`src/rtl/threebit_downcounter.sv`:
```
// ---------------------------------------------------------------------------
// threebit_downcounter
//   Loadable down-counter with a small IDLE/RUN/DONE controller. A loaded
//   value is counted down one step per accepted decrement while in RUN.
//   Reaching zero either stops the counter (DONE) or reloads it from the
//   value last loaded (AUTO_RELOAD). Either way a one-cycle terminal-count
//   pulse is produced. The count saturates at zero, and a decrement attempted
//   in DONE raises a sticky underflow flag that only a load or reset clears.
//
// Parameters
//   WIDTH        counter width in bits (2..16)
//   AUTO_RELOAD  1 = reload and keep running at terminal count, 0 = stop
//
// Ports
//   clk            clock, all state changes on rising edge
//   rst            asynchronous active-high reset
//   ld             load data_in into counter and reload register
//   start          leave IDLE and begin counting
//   stop           abort counting, back to IDLE holding the count
//   dec            decrement request (acts in RUN; flags underflow in DONE)
//   data_in        load value
//   data_out       current count (registered)
//   zero           high when data_out == 0 (combinational)
//   tc             registered terminal-count pulse, one cycle wide
//   busy           high while in RUN
//   err_underflow  sticky underflow flag
// ---------------------------------------------------------------------------
module threebit_downcounter #(
  parameter int WIDTH       = 3,
  parameter bit AUTO_RELOAD = 1'b0
) (
  input  logic             clk,
  input  logic             rst,
  input  logic             ld,
  input  logic             start,
  input  logic             stop,
  input  logic             dec,
  input  logic [WIDTH-1:0] data_in,
  output logic [WIDTH-1:0] data_out,
  output logic             zero,
  output logic             tc,
  output logic             busy,
  output logic             err_underflow
);

  typedef enum logic [1:0] {
    IDLE = 2'd0,
    RUN  = 2'd1,
    DONE = 2'd2
  } state_t;

  state_t           state;
  state_t           state_next;
  logic [WIDTH-1:0] count;
  logic [WIDTH-1:0] count_next;
  logic [WIDTH-1:0] reload;
  logic [WIDTH-1:0] reload_next;
  logic             tc_q;
  logic             tc_next;
  logic             err_q;
  logic             err_next;

  // State register
  always_ff @(posedge clk or posedge rst) begin
    if (rst) begin
      state <= IDLE;
    end else begin
      state <= state_next;
    end
  end

  // Next-state logic. ld and stop override everything; start only has a
  // meaning in IDLE, so the start-over-dec priority is only visible there.
  // A start with a zero count skips RUN entirely so no tc can be produced.
  always_comb begin
    state_next = state;
    if (ld) begin
      state_next = IDLE;
    end else if (stop) begin
      state_next = IDLE;
    end else begin
      case (state)
        IDLE: begin
          if (start) begin
            state_next = (count != '0) ? RUN : DONE;
          end
        end
        RUN: begin
          if (dec) begin
            if (count == WIDTH'(1)) begin
              state_next = AUTO_RELOAD ? RUN : DONE;
            end else if (count == '0) begin
              state_next = DONE;
            end
          end
        end
        DONE: begin
          state_next = DONE;
        end
        default: begin
          state_next = IDLE;
        end
      endcase
    end
  end

  // Datapath next values: count, reload register, tc pulse and sticky error.
  // A count of zero in RUN is not reachable through normal operation, but it
  // is still saturated rather than wrapped.
  always_comb begin
    count_next  = count;
    reload_next = reload;
    tc_next     = 1'b0;
    err_next    = err_q;
    if (ld) begin
      count_next  = data_in;
      reload_next = data_in;
      err_next    = 1'b0;
    end else if (!stop) begin
      if (state == RUN && dec) begin
        if (count > WIDTH'(1)) begin
          count_next = count - WIDTH'(1);
        end else if (count == WIDTH'(1)) begin
          count_next = AUTO_RELOAD ? reload : '0;
          tc_next    = 1'b1;
        end
      end else if (state == DONE && dec) begin
        err_next = 1'b1;
      end
    end
  end

  // Datapath registers
  always_ff @(posedge clk or posedge rst) begin
    if (rst) begin
      count  <= '0;
      reload <= '0;
      tc_q   <= 1'b0;
      err_q  <= 1'b0;
    end else begin
      count  <= count_next;
      reload <= reload_next;
      tc_q   <= tc_next;
      err_q  <= err_next;
    end
  end

  // Output decode; busy comes from the state alone
  always_comb begin
    data_out      = count;
    zero          = (count == '0);
    tc            = tc_q;
    busy          = (state == RUN);
    err_underflow = err_q;
  end

endmodule

```
`config.mk`:
```
export PLATFORM = sky130hd
export DESIGN_NAME = threebit_downcounter
export DESIGN_NICKNAME = d
export VERILOG_FILES = /design/src/rtl/threebit_downcounter.sv
export SDC_FILE = /design/constraint.sdc
export NUM_CORES = 1
export LEC_CHECK = 0
export ABC_AREA = 1
export CAP_MARGIN = 10
export CORE_AREA = 2 2 39 41
export DETAILED_ROUTE_END_ITERATION = 6
export DIE_AREA = 0 0 41 43
export PLACE_DENSITY_LB_ADDON = 0.1
export SETUP_SLACK_MARGIN = 0.02
export SLEW_MARGIN = 0
export SYNTH_ARGS = -nofsm -noshare
export SYNTH_HDL_FRONTEND = slang
export SYNTH_SLANG_ARGS = --single-unit
```
`constraint.sdc`:
```
create_clock -name clk -period 1.3 [get_ports clk]
set_input_delay 0.195 -clock clk [delete_from_list [all_inputs] [get_ports clk]]
set_output_delay 0.195 -clock clk [all_outputs]
set_load 0.01 [all_outputs]
```
==> Yosys cells after proc, flatten, opt, wreduce, memory -nomap -nowiden <==
Index checks and enable logic that the tools add are counted.
{ "word_totals": {"reg_bits": 7, "input_bits": 9, "out_inout_bits": 7, "elab_cells": 47} }
{ "classes": {"reduce_logical": 11, "addsub": 1, "order_cmp": 1, "n_mux": 22, "n_eq_ne": 8} }
{ "ops": {"columns": ["cell", "count"], "rows": [
  ["$mux 3", 5],
  ["$mux 2", 7],
  ["$mux 1", 9],
  ["$reduce_and 3->1", 3],
  ["$ne 4x4->1 const B", 2],
  ["$pmux 2 s3", 1],
  ["$reduce_bool 3->1", 2],
  ["$ne 5x4->1 const B", 1],
  ["$ne 2x2->1 const B", 2],
  ["$reduce_bool 2->1", 2],
  ["$eq 3x1->1 const B", 1],
  ["$gt 3x1->1 const B", 1],
  ["$logic_not 3->1", 1],
  ["$sub 3x1->3 const B", 1],
  ["$eq 2x1->1 const B", 1],
  ["$eq 2x2->1 const B", 1],
  ["$logic_and 1x1->1", 2],
  ["$logic_not 2->1", 1]
]} }

==> Logic depth before layout (Yosys ltp) <==
Gate-level depths: netlist of run 1.
{ "depth": {"word_depth": 7, "depth_mapped": 8, "depth_no_buf": 8} }

==> Worst setup path after synthesis of run 1 <==
No wires, ideal clock.
{ "synth_path": {"path_kind": "flip-flop to flip-flop", "from": "register count[0] (netlist: data_out[0])", "to": "register state[1]", "path_buffers": 0, "slack_ps": -47, "arrival_ps": 1281, "path_stages_with_launch": 9, "period_less_slack_ps": 1347, "required_time_ps": 1234, "setup_time_ps": 66, "path_cell_list": "dfrtp_1 inv_1 ha_1 inv_1 nor2_1 nand2_1 a21oi_1 nand3_1 nand2_1"} }
{ "synth_between": {"word_cells_on_any_way": 12, "cone_classes": "eq/ne (2); mux (7); reduce/logical (3)"} }
{ "synth_rtl": {"columns": ["element", "line_no", "text"], "rows": [
  ["start, declared", "54", "logic [WIDTH-1:0] count;"],
  ["start signal, assigned", "141", "count <= count_next;"],
  ["$logic_not 3->1", null, null],
  ["named net zero", "40", "output logic zero,"],
  ["$ne 5x4->1 (no line)", null, null],
  ["$reduce_and 3->1 (no line)", null, null],
  ["end signal, assigned", "68", "state <= state_next;"],
  ["end, declared", "52", "state_t state;"]
]} }
The timed path passes the listed nets, and every way through them passes these cells. The select of a mux whose other input is x is not followed.
A chain may end at the register's enable or synchronous reset.

==> Final worst setup path of run 1 <==
{ "layout_path": {"from": "register count[1] (netlist: data_out[1])", "to": "output port zero"} }
{ "layout_between": {"elab_chain_len": 1} }
{ "layout_lines": {"columns": ["element", "line_no", "text"], "rows": [
  ["$logic_not 3->1", "151", "zero = (count == '0);"],
  ["end, declared", "40", null]
]} }
No other way between the ends.

==> results.cfg, run 1 <==
[grt]
antenna_found_initial = 0
grt_max_degree = 8
grt_util_all_layers_pct = 20.5
grt_pass1_vias = 559
gr-total-overflow = 0
grt_pass1_wl_um = 2300

[cts]
cts_buffers = 3
clk_pin_slew_ns = 0.06
clkLatencyLatePin_ns = 0.26
hold_buffers = 0
root_buffer = clkbuf_4
htreeDepth = 1
cts_tree = yes
clock-sinks = 7
cts_buffer_depth = 2

[finish]
stdcell_count = 131
n_antenna_cell = 0
multiInputGateArea_um2 = 423
utilization_pct = 69.5
syn2layout_area_growth_pct = 70.1
fillers = 124
finalInstanceArea_um2 = 962
fin_nets = 132
drive_gt1_share_pct = 39.1
regArea_um2 = 175

[floorplanning]
die_area_um2 = 1760
fp.dieW_um = 41
start_util_pct = 40.9
num_io_pins = 16
row_count = 14
core-area_um2 = 1380
die_h_um = 43

[synthesis]
syn-cell-area_um2 = 566
ys_ff_latch = 7
syn_inst = 82
seq_area_frac_synth_pct = 31.0
synth.net_count = 98
syn_area_per_cell_um2 = 6.90
yosys_warnings = 0
synth.distinct_cells = 14

[placement]
dp_hpwl_um = 1070
gp_congestion = 0.787
io_buffers = 15
place_area_um2 = 837
dp_cells = 126

[detailed_routing]
drcViolationCount = 0
vias = 626
first_pass_iters = 4
postRouteAntennaNets = 0
vias_per_cell = 4.78
routed_wl_um = 1460
first_iter_violations = 12
wl_per_cell_um = 11.1

[pwr]
p_total_uw = 916
peakVddDrop_v = 0.000711
leakage_uw = 0.000472
power_density_nw_per_um2 = 952

[worst_setup_path]
critical_path.max_fanout = 2
r2r_cells = 8
required_ns = 1.11
cp.arrival_ns = 1.13
critPathLaunchType = register
worstSetupEndpointType = output pin
critPathKind = reg2out

[run]
maxCapViolCount = 0

[run_status]
status = complete, but fails checks
failed_checks = setup timing

[sta]
fin_crit_ns = 1.33
hold_violations = 0
finalWorstSetupSlack_ns = -0.0287
drv_slew = 0
clock_skew_ns = 0.00327
rsz0062_at_grt = yes
relSlewSlack_pct = 81.1
setup_viol = 4
final.period_utilization_pct = 102
fmax_mhz = 753
worst_slew_pin_slew_ns = 0.283
holdWs_ns = 0.172

[min_path]
holdCritPathClass = in2async
[cells in the final DEF (no fill, tap or decap)]
cell             count
nand2_1             15
buf_4               14
inv_1               10
nor2_1               8
clkdlybuf4s50_1      8
nand3_1              7
dfrtp_1              7
nand2_2              5
inv_2                5
ha_1                 4
nor2_4               3
o21ai_2              3
ha_4                 3
clkbuf_4             3
clkdlybuf4s15_1      3
o21ai_0              2
a21oi_1              2
nor2_2               2
dlygate4sd2_1        2
buf_6                2
or2_4                1
nor3_1               1
nand3_4              1
a21oi_4              1
o21ai_1              1
clkinv_2             1
buf_2                1
[cell families (layout without fill, tap and decap cells)]
| family | after synthesis | after routing | share of synthesized area (%) |
|---|---|---|---|
| AO/OA/AOI/OAI | 9 | 9 | 7.96 |
| buffers and inverters | 16 | 49 | 11.9 |
| flip-flops | 7 | 7 | 31.0 |
| AND/OR/NAND/NOR | 43 | 43 | 33.6 |
| adder cells (fa/ha/maj) | 7 | 7 | 15.5 |
[power breakdown]
group / internal (µW) / switching, µW
logic: 217 / 229
clock network: 113 / 95.6
registers: 242 / 18.3
total: 573 / 343
[worst max-delay path, cell delays in order, from the launching register on]
cell,delay [ns]
dfrtp_1,0.39
inv_2,0.09
ha_4,0.14
inv_2,0.04
nor2_4,0.11
buf_6,0.11
[flip-flops by register name (all words and copies together) (netlist names)]
register and count:
data_out 3, state 2, err_underflow 1, tc 1
[cell usage after synthesis]
| master | n | area share [%] |
|---|---|---|
| inv_1 | 15 | 10 |
| nor3_1 | 1 | 0.88 |
| o21ai_1 | 1 | 0.88 |
| nor2_1 | 12 | 8.0 |
| nor2_4 | 1 | 2.0 |
| o21ai_0 | 5 | 4.4 |
| dfrtp_1 | 7 | 31 |
| nand2_1 | 18 | 12 |
| or2_4 | 1 | 1.5 |
| ha_1 | 7 | 15 |
| a21oi_1 | 3 | 2.7 |
| buf_6 | 1 | 2.0 |
| nand2_2 | 2 | 2.2 |
| nand3_1 | 8 | 7.1 |
[metal layers]
layer / share of wire, % / global-route usage, % / vias up
met5: 0 / 0 / -
met3: 7.1 / 7.85 / 4
met1: 42 / 26.7 / 281
met2: 48 / 27.8 / 19
met4: 2.3 / 12.0 / 0
li1: - / - / 322
[layout make-up]
cell class	count	share of cell area (%)
Tap cell	16	2.08
Clock inverter	1	0.520
Timing Repair Buffer	30	27.0
Sequential cell	7	18.2
Inverter	15	5.85
Clock buffer	3	2.34
Multi-Input combinational cell	59	44.0
[timing repair]
action                                  CTS  global route
pin swaps                                 2            10
endpoints found under the setup margin   12            10
buffers inserted                          1             0
resized for setup                        25            20
[through the flow]
step           setup TNS, ns  worst slack [ns]
6_report             -0.0591           -0.0287
3_3_place_gp          -0.884            -0.169
3_5_place_dp          -0.980            -0.179
2_1_floorplan              0            0.0290
5_1_grt               -0.546            -0.137
4_1_cts              -0.0923           -0.0694
[worst paths after layout]
path                                                 from                   endpoint  slack [ns]
worst max-delay path              data_out[1]$_DFFE_PP0P_                       zero       -0.03
worst max register to register    data_out[0]$_DFFE_PP0P_    data_out[2]$_DFFE_PP0P_       -0.02
max in group asynchronous                             rst    data_out[2]$_DFFE_PP0P_        0.91
worst min register to register  err_underflow$_DFFE_PP0P_  err_underflow$_DFFE_PP0P_        0.48
min in group clk                err_underflow$_DFFE_PP0P_  err_underflow$_DFFE_PP0P_        0.48
worst min-delay path                                  rst  err_underflow$_DFFE_PP0P_        0.17
Power figures use the tool's default switching activity.
==> run 2, diff against run 1 <==
- clock period: 1.3 -> 1.45 ns (I/O delays scaled with it)
==> results.cfg, run 2 (synthesized netlist as in run 1, its figures left out) <==
[run_status]
status = completed

[worst_setup_path]
critPathKind = reg2out
r2r_end = data_out[1]$_DFFE_PP0P_
r2r_cells = 8
critPathMaxStageDelay_ns = 0.38
worstSetupEndpointType = output pin
worst-path-buf-inv = 3
cpMaxStageDelayCell = dfrtp_1
r2r-start = data_out[0]$_DFFE_PP0P_
required_ns = 1.23
cpLargestDelayFamily = flip-flops
critical_path.max_fanout = 2
crit_chain = inv_2, ha_2, inv_1, nor2_2, buf_2
cp.arrival_ns = 1.15
critPathLaunchType = register
worst-r2r-setup-slack_ns = 0.11

[grt]
gr-total-overflow = 0
grt_pass1_wl_um = 2150
met1_usage_pct = 19.4
grt_pass1_vias = 582
grt_util_all_layers_pct = 18.3
use_met3_pct = 1.57
antenna_found_initial = 0
grt_max_degree = 8
top_usage_layer = met2
use_met2_pct = 31.6

[min_path]
holdCritPathClass = in2async

[detailed_routing]
vias = 609
first_pass_iters = 2
first_iter_violations = 1
vias_per_cell = 4.72
drcViolationCount = 0
routed_wl_um = 1320
wl_per_cell_um = 10.2
postRouteAntennaNets = 0

[cts]
htreeDepth = 1
clk_pin_slew_ns = 0.05
clkLatencyLatePin_ns = 0.26
hold_buffers = 0
cts_tree = yes
root_buffer = clkbuf_4
cts_buffer_depth = 2
cts_buffers = 3
clock-sinks = 7

[placement]
dp_hpwl_um = 1120
io_buffers = 15
gp_congestion = 0.731

[floorplanning]
die_area_um2 = 1760
die_h_um = 43
start_util_pct = 40.9
fp.dieW_um = 41
core-area_um2 = 1380
row_count = 14
num_io_pins = 16

[sta]
fin_crit_ns = 1.37
fmax_mhz = 729
drv_slew = 0
hold_violations = 0
final.period_utilization_pct = 94.6
holdWs_ns = 0.200
clock_skew_ns = 0.00223
setup_tns_ns = 0
setup_viol = 0
rsz0062_at_grt = yes
worst_slew_pin_slew_ns = 0.267
relSlewSlack_pct = 82.2

[finish]
drive_gt1_share_pct = 24.8
syn2layout_area_growth_pct = 50.9
regArea_um2 = 175
utilization_pct = 61.7
fin_nets = 130
final_cell_mix = nand2_1, inv_1, buf_4, nor2_1, clkdlybuf4s50_1
fillers = 136
largest_reg_flops = 3
final_common_cell = nand2_1
n_antenna_cell = 0
multiInputGateArea_um2 = 337

[pwr]
peakVddDrop_v = 0.000514
leakage_uw = 0.000438
power_density_nw_per_um2 = 848

[run]
maxCapViolCount = 0
run 2: changes by cell type in the layout (fill, tap and decap cells not counted), moves of 3 or more:
cell / delta
ha_4: -3
inv_1: +3
nand2_2: -3
inv_2: -3
nand2_1: +3
run 2: layout make-up:
cell class                 count  share of cell area, %
clock buffer                   4                   3.08
multi-input combinational     59                   39.4
inverter                      15                   6.60
sequential                     7                   20.5
tap                           16                   2.35
timing repair buffer          28                   28.0
run 2: power breakdown:
group	internal [µW]	switching, µW
Clock	105	76.9
Sequential	217	15.7
Combinational	151	157
run 2: worst register-to-register path: stages, from the launching register on:
cell	delay [ns]
dfrtp_1	0.38
buf_4	0.15
ha_1	0.22
inv_1	0.06
nand3_1	0.11
nand2_1	0.11
nand2_1	0.07
nand2_1	0.06
o21ai_0	0.07
run 2: repair_timing:
action	CTS	global route
endpoints found under the setup margin	5	7
hold endpoints to repair	0	0
pin swaps	0	1
setup buffers	0	0
gates resized for setup	8	10
run 2: how the worst max path moves through the flow:
stage	startpoint	end	slack, ns	cells after the start
2_1_floorplan	data_out[0]$_DFFE_PP0P_	state[1]$_DFFE_PP0P_	0.10	8
3_3_place_gp	data_out[1]$_DFFE_PP0P_	zero	-0.06	5
3_5_place_dp	data_out[0]$_DFFE_PP0P_	zero	-0.07	5
4_1_cts	state[0]$_DFFE_PP0P_	busy	0.02	2
5_1_grt	data_out[1]$_DFFE_PP0P_	state[1]$_DFFE_PP0P_	0.004	8
6_report	data_out[1]$_DFFE_PP0P_	zero	0.08	5
run 2: metrics by stage:
stage	setup WS (ns)	total power, µW	area [µm²]	cells
final	0.0787	724	853	129
after global routing	0.00408	778	853	129
after CTS	0.0200	717	838	129
after detailed placement	-0.0656	552	822	125
after global placement	-0.0557	550	822	125
after floorplan	0.103	392	566	82
run 2: metal layers:
metal  routed length [µm]  up-vias  part of all wire (%)
li1                     -      314                     -
met1                  549      277                    42
met2                  689       13                    52
met3                   40        5                   3.0
met4                   36        0                   2.7
met5                    0        -                     0
==> run 3, diff against run 2 <==
- GPL_ROUTABILITY_DRIVEN: not set -> 0
==> results of run 3 <==
Final layout, timing and power as in run 2 (identical DEF).
